File: config.mk
export PLATFORM = sky130hd
export DESIGN_NAME = pll_cnt_decode
export DESIGN_NICKNAME = d
export VERILOG_FILES = /design/src/rtl/pll_scan_pkg.sv /design/src/rtl/pll_cnt_decode.sv
export SDC_FILE = /design/constraint.sdc
export NUM_CORES = 1
export LEC_CHECK = 0
export BUFFER_PORTS_ARGS = -buffer_cell sky130_fd_sc_hd__buf_4
export CORE_AREA = 3 3 40 42
export DETAILED_ROUTE_END_ITERATION = 16
export DIE_AREA = 0 0 43 45
export GPL_ROUTABILITY_DRIVEN = 0
export PLACE_DENSITY = 0.85
export SYNTH_ARGS = -nofsm -noshare
export SYNTH_HDL_FRONTEND = slang
export SYNTH_SLANG_ARGS = --single-unit
export TNS_END_PERCENT = 10
File: constraint.sdc
create_clock -name vclk -period 1.7
set_input_delay 0.17 -clock vclk [all_inputs]
set_output_delay 0.17 -clock vclk [all_outputs]
set_load 0.005 [all_outputs]
File: src/rtl/pll_scan_pkg.sv
// Shared constants and types for the PLL scan-chain responder model.
package pll_scan_pkg;

    localparam int SCAN_BITS  = 144;
    localparam int FIELD_BITS = 18;
    localparam int FIELD_M    = 1;
    localparam int FIELD_N    = 2;
    localparam int FIELD_C0   = 3;
    localparam int NUM_C      = 5;
    localparam int DIV_W      = 10;
    // Decoded fields: M, N, C0..C4
    localparam int NUM_DEC    = 2 + NUM_C;

    // One 18-bit counter field as laid out in the scan chain, MSB first.
    typedef struct packed {
        logic       bypass;
        logic [7:0] hi;
        logic       odd;
        logic [7:0] lo;
    } cnt_field_t;

    typedef enum logic [1:0] {
        IDLE,
        WAIT,
        DONE
    } upd_state_t;

endpackage

File: src/rtl/pll_cnt_decode.sv
// Turns one 18-bit PLL counter field into its divide factor.
// A zero hi/lo count means 256; bypass forces a factor of 1.
module pll_cnt_decode
    import pll_scan_pkg::*;
(
    input  logic [FIELD_BITS-1:0] field,
    output logic [DIV_W-1:0]      div
);

    cnt_field_t f;
    logic [DIV_W-1:0] hv;
    logic [DIV_W-1:0] lv;
    // The odd bit only shapes duty cycle, so it plays no part in the factor.
    logic odd_unused;

    assign f          = field;
    assign odd_unused = f.odd;

    // Sum of high and low phase counts, with 0 standing for 256.
    always_comb begin
        hv  = (f.hi == 8'd0) ? DIV_W'(256) : {2'b00, f.hi};
        lv  = (f.lo == 8'd0) ? DIV_W'(256) : {2'b00, f.lo};
        div = f.bypass ? DIV_W'(1) : (hv + lv);
    end

endmodule

==> metrics.txt <==
# TYPE chip_impl_metric gauge
chip_impl_metric{name="count_of_input_and_output_buffers",unit=""} 27
chip_impl_metric{name="synth_area_per_cell",unit="sq um"} 6.44
chip_impl_info{name="cp_cell_sequence",value="buf_4 -> ha_1 -> a21o_1 -> or3_1 -> o2bb2ai_1 -> mux2i_1 -> buf_4"} 1
chip_impl_metric{name="n_antenna_cell",unit=""} 0
chip_impl_metric{name="drtIter0Drc",unit=""} 27
chip_impl_metric{name="area_grow_syn2layout",unit="%"} 80.8
chip_impl_metric{name="grt_pass1_wl",unit="um"} 2890
chip_impl_metric{name="timing.final.max_slew_violations",unit=""} 0
chip_impl_metric{name="ys.warnings.count",unit=""} 0
chip_impl_metric{name="cts_hold_repair.buffers",unit=""} 0
chip_impl_metric{name="start_util",unit="%"} 41.6
chip_impl_metric{name="cap_viol_max_count",unit=""} 0
chip_impl_metric{name="critical_path.max_fanout",unit=""} 2
chip_impl_metric{name="die_h",unit="um"} 45
chip_impl_metric{name="post-cts-setup-buffer-count",unit=""} 0
chip_impl_metric{name="setup_viol_count_final",unit=""} 5
chip_impl_metric{name="remaining_drc_errors",unit=""} 0
chip_impl_metric{name="floorplan.die.width",unit="um"} 43
chip_impl_metric{name="crit_arrival",unit="ns"} 1.76
chip_impl_metric{name="wl",unit="um"} 2200
chip_impl_metric{name="power_switching_share",unit="%"} 43.8
chip_impl_metric{name="dr_total_vias",unit=""} 739
chip_impl_metric{name="f_max",unit="MHz"} 519
chip_impl_info{name="yosysTopAreaCell",value="sky130_fd_sc_hd__ha_1"} 1
chip_impl_info{name="holdCritPathClass",value="in -> out"} 1
chip_impl_info{name="cp_top_family",value="compound AO/OA/AOI/OAI gates"} 1
chip_impl_metric{name="worstPathBufferInverterCount",unit=""} 2
chip_impl_metric{name="powerDensity",unit="nW/um^2"} 312
chip_impl_metric{name="clock_power_share",unit="%"} 0
chip_impl_info{name="post_synth_main_area_contributors",value="sky130_fd_sc_hd__ha_1, sky130_fd_sc_hd__clkbuf_1, sky130_fd_sc_hd__or4_1, sky130_fd_sc_hd__nor3_1, sky130_fd_sc_hd__a21o_1"} 1
chip_impl_metric{name="vias_per_cell",unit=""} 5.77
chip_impl_info{name="startpoint_class_of_the_critical_path",value="input port"} 1
chip_impl_metric{name="synthDominantCellAreaShare",unit="%"} 21.1
chip_impl_metric{name="critical-path-max-stage-delay",unit="ns"} 0.33
chip_impl_metric{name="ioPinCount",unit=""} 28
chip_impl_metric{name="grt.met1_usage",unit="%"} 21.8
chip_impl_metric{name="timing.final.crit_period",unit="ns"} 1.93
chip_impl_metric{name="switching_power",unit="uW"} 132
chip_impl_metric{name="post-route-cell-area",unit="sq um"} 966
chip_impl_metric{name="drive_above_1_share",unit="%"} 61.1
chip_impl_metric{name="largest_net_degree_at_the_start_of_global_routing",unit=""} 13
chip_impl_info{name="hold_end",value="div[7]"} 1
chip_impl_info{name="grt-busiest-layer",value="met2"} 1
chip_impl_metric{name="design.die.area",unit="sq um"} 1940
chip_impl_metric{name="cell_internal_power",unit="uW"} 169
chip_impl_metric{name="register_area_share_after_synthesis",unit="%"} 0
chip_impl_metric{name="sequential_cell_total",unit=""} 0
chip_impl_metric{name="post_synth_num_cell_types",unit=""} 28
chip_impl_metric{name="syn_nets",unit=""} 111
chip_impl_info{name="min_from",value="field[17]"} 1
chip_impl_metric{name="dp_hpwl",unit="um"} 1480
chip_impl_metric{name="clkbuf_count",unit=""} 0
chip_impl_metric{name="finish.net_count",unit=""} 143
chip_impl_info{name="start_to_end_type_of_the_worst_setup_path",value="in -> out"} 1
chip_impl_metric{name="hold_ws",unit="ns"} 0.691
chip_impl_metric{name="final-hold-violation-count",unit=""} 0
chip_impl_info{name="rsz0062_at_grt",value="true"} 1
chip_impl_metric{name="period_share",unit="%"} 113
chip_impl_metric{name="seq_power_share",unit="%"} 0
chip_impl_metric{name="firstDrtPassIters",unit=""} 4
chip_impl_metric{name="ant_nets",unit=""} 0
chip_impl_metric{name="worst_hold_path.num_cells",unit=""} 3
chip_impl_info{name="critical-path-top-cell-by-count",value="sky130_fd_sc_hd__buf_4"} 1
chip_impl_info{name="cpMaxStageDelayCell",value="sky130_fd_sc_hd__or3_1"} 1
chip_impl_metric{name="worst-endpoint-required",unit="ns"} 1.53
chip_impl_info{name="violations",value="setup timing"} 1
chip_impl_metric{name="globalRouteMet2Util",unit="%"} 36.5
chip_impl_metric{name="grt_pass1_vias",unit=""} 678
chip_impl_metric{name="use_met3",unit="%"} 1.99
chip_impl_metric{name="wl_per_cell",unit="um"} 17.2
chip_impl_metric{name="max_slew_margin",unit="%"} 83.9
chip_impl_metric{name="placedInstanceArea",unit="sq um"} 847
chip_impl_metric{name="groute.usage.overall",unit="%"} 19.0
chip_impl_metric{name="fp-row-count",unit=""} 13
chip_impl_metric{name="least_setup_slack_across_all_paths_after_layout",unit="ns"} -0.226
chip_impl_metric{name="cellLeakagePower",unit="uW"} 0.000459
chip_impl_metric{name="regArea",unit="sq um"} 0
chip_impl_info{name="mostFrequentLayoutCell",value="sky130_fd_sc_hd__buf_4"} 1
chip_impl_metric{name="placeableCoreArea",unit="sq um"} 1280
chip_impl_metric{name="synth_cells",unit=""} 83
chip_impl_info{name="outcome",value="complete, but fails checks"} 1
chip_impl_metric{name="global_route.overflow_total",unit=""} 0
chip_impl_metric{name="initial_antenna_violation_count",unit=""} 0
chip_impl_metric{name="comb_power_share",unit="%"} 100.0
chip_impl_metric{name="vdd_ir_drop_max",unit="mV"} 0.160
chip_impl_info{name="layout_common_cells",value="sky130_fd_sc_hd__buf_4, sky130_fd_sc_hd__nor3_1, sky130_fd_sc_hd__ha_1"} 1
chip_impl_info{name="crit_path_end_kind",value="primary output"} 1
chip_impl_metric{name="syn_area",unit="sq um"} 534
chip_impl_metric{name="timing_worst_slew_pin_value",unit="ns"} 0.239
power groups by stage:
stage	Sequential (uW)	Combinational (uW)	Clock [uW]
final	0	301	0
after global placement	0	248	0
after CTS	0	273	0
after detailed placement	0	257	0
after floorplan	0	130	0
after global routing	0	323	0
repair_timing:
action,CTS,global route
pin swaps,6,2
gates resized for setup,17,7
endpoints found under the setup margin,6,7
cells by family after synthesis:
kind of cell | after synthesis | share of synthesized area (%)
AO/OA/AOI/OAI | 18 | 23.4
XOR/XNOR | 1 | 1.64
adder cells (fa/ha/maj) | 10 | 24.8
buffers and inverters | 23 | 16.2
multiplexers | 1 | 1.87
AND/OR/NAND/NOR | 30 | 32.1
per-layer routing:
layer / up-vias / wire length, um / share of wire, %
li1: 346 / - / -
met1: 342 / 816 / 37
met2: 43 / 1160 / 53
met3: 8 / 159 / 7.2
met4: 0 / 69 / 3.1
met5: - / 0 / 0
through the flow:
stage                     util, %  worst slack [ns]  std cells  TNS, ns  total power [uW]
after floorplan                 -           -0.0107         83  -0.0107               130
after global placement       65.9            -0.201        128   -0.616               248
after detailed placement     65.9            -0.223        128   -0.688               257
after CTS                    71.9            -0.118        128   -0.430               273
after global routing         75.2            -0.292        128   -0.937               323
final                        75.2            -0.226        128   -0.555               301
cell type report:
| type | count | area (sq um) |
|---|---|---|
| tap | 15 | 18.8 |
| timing repair buffer | 47 | 368 |
| multi-input combinational | 60 | 554 |
| inverter | 6 | 25.0 |
| fill | 87 | 319 |
worst max path at each step:
stage / start / endpoint / slack (ns) / cells after the start
finish: field[15] / div[8] / -0.23 / 7
global route: field[15] / div[8] / -0.29 / 7
CTS: field[1] / div[6] / -0.12 / 9
detailed placement: field[9] / div[6] / -0.22 / 9
global placement: field[15] / div[8] / -0.20 / 7
floorplan: field[9] / div[6] / -0.01 / 8
synthesized netlist by cell type (2+ instances only):
| library cell | count |
|---|---|
| sky130_fd_sc_hd__o21a_1 | 3 |
| sky130_fd_sc_hd__nor3_1 | 6 |
| sky130_fd_sc_hd__nand3_1 | 2 |
| sky130_fd_sc_hd__a21o_1 | 3 |
| sky130_fd_sc_hd__or2_2 | 2 |
| sky130_fd_sc_hd__ha_1 | 9 |
| sky130_fd_sc_hd__o21ai_0 | 2 |
| sky130_fd_sc_hd__nor2_1 | 6 |
| sky130_fd_sc_hd__clkbuf_1 | 17 |
| sky130_fd_sc_hd__a21oi_1 | 4 |
| sky130_fd_sc_hd__inv_1 | 6 |
| sky130_fd_sc_hd__or4_1 | 5 |
| sky130_fd_sc_hd__nand2_1 | 3 |
tightest hold or removal path, stage by stage:
cell                     delay [ns]
sky130_fd_sc_hd__buf_4         0.17
sky130_fd_sc_hd__nor3_2        0.06
sky130_fd_sc_hd__buf_4         0.12
(Power assumes the default switching activity.)
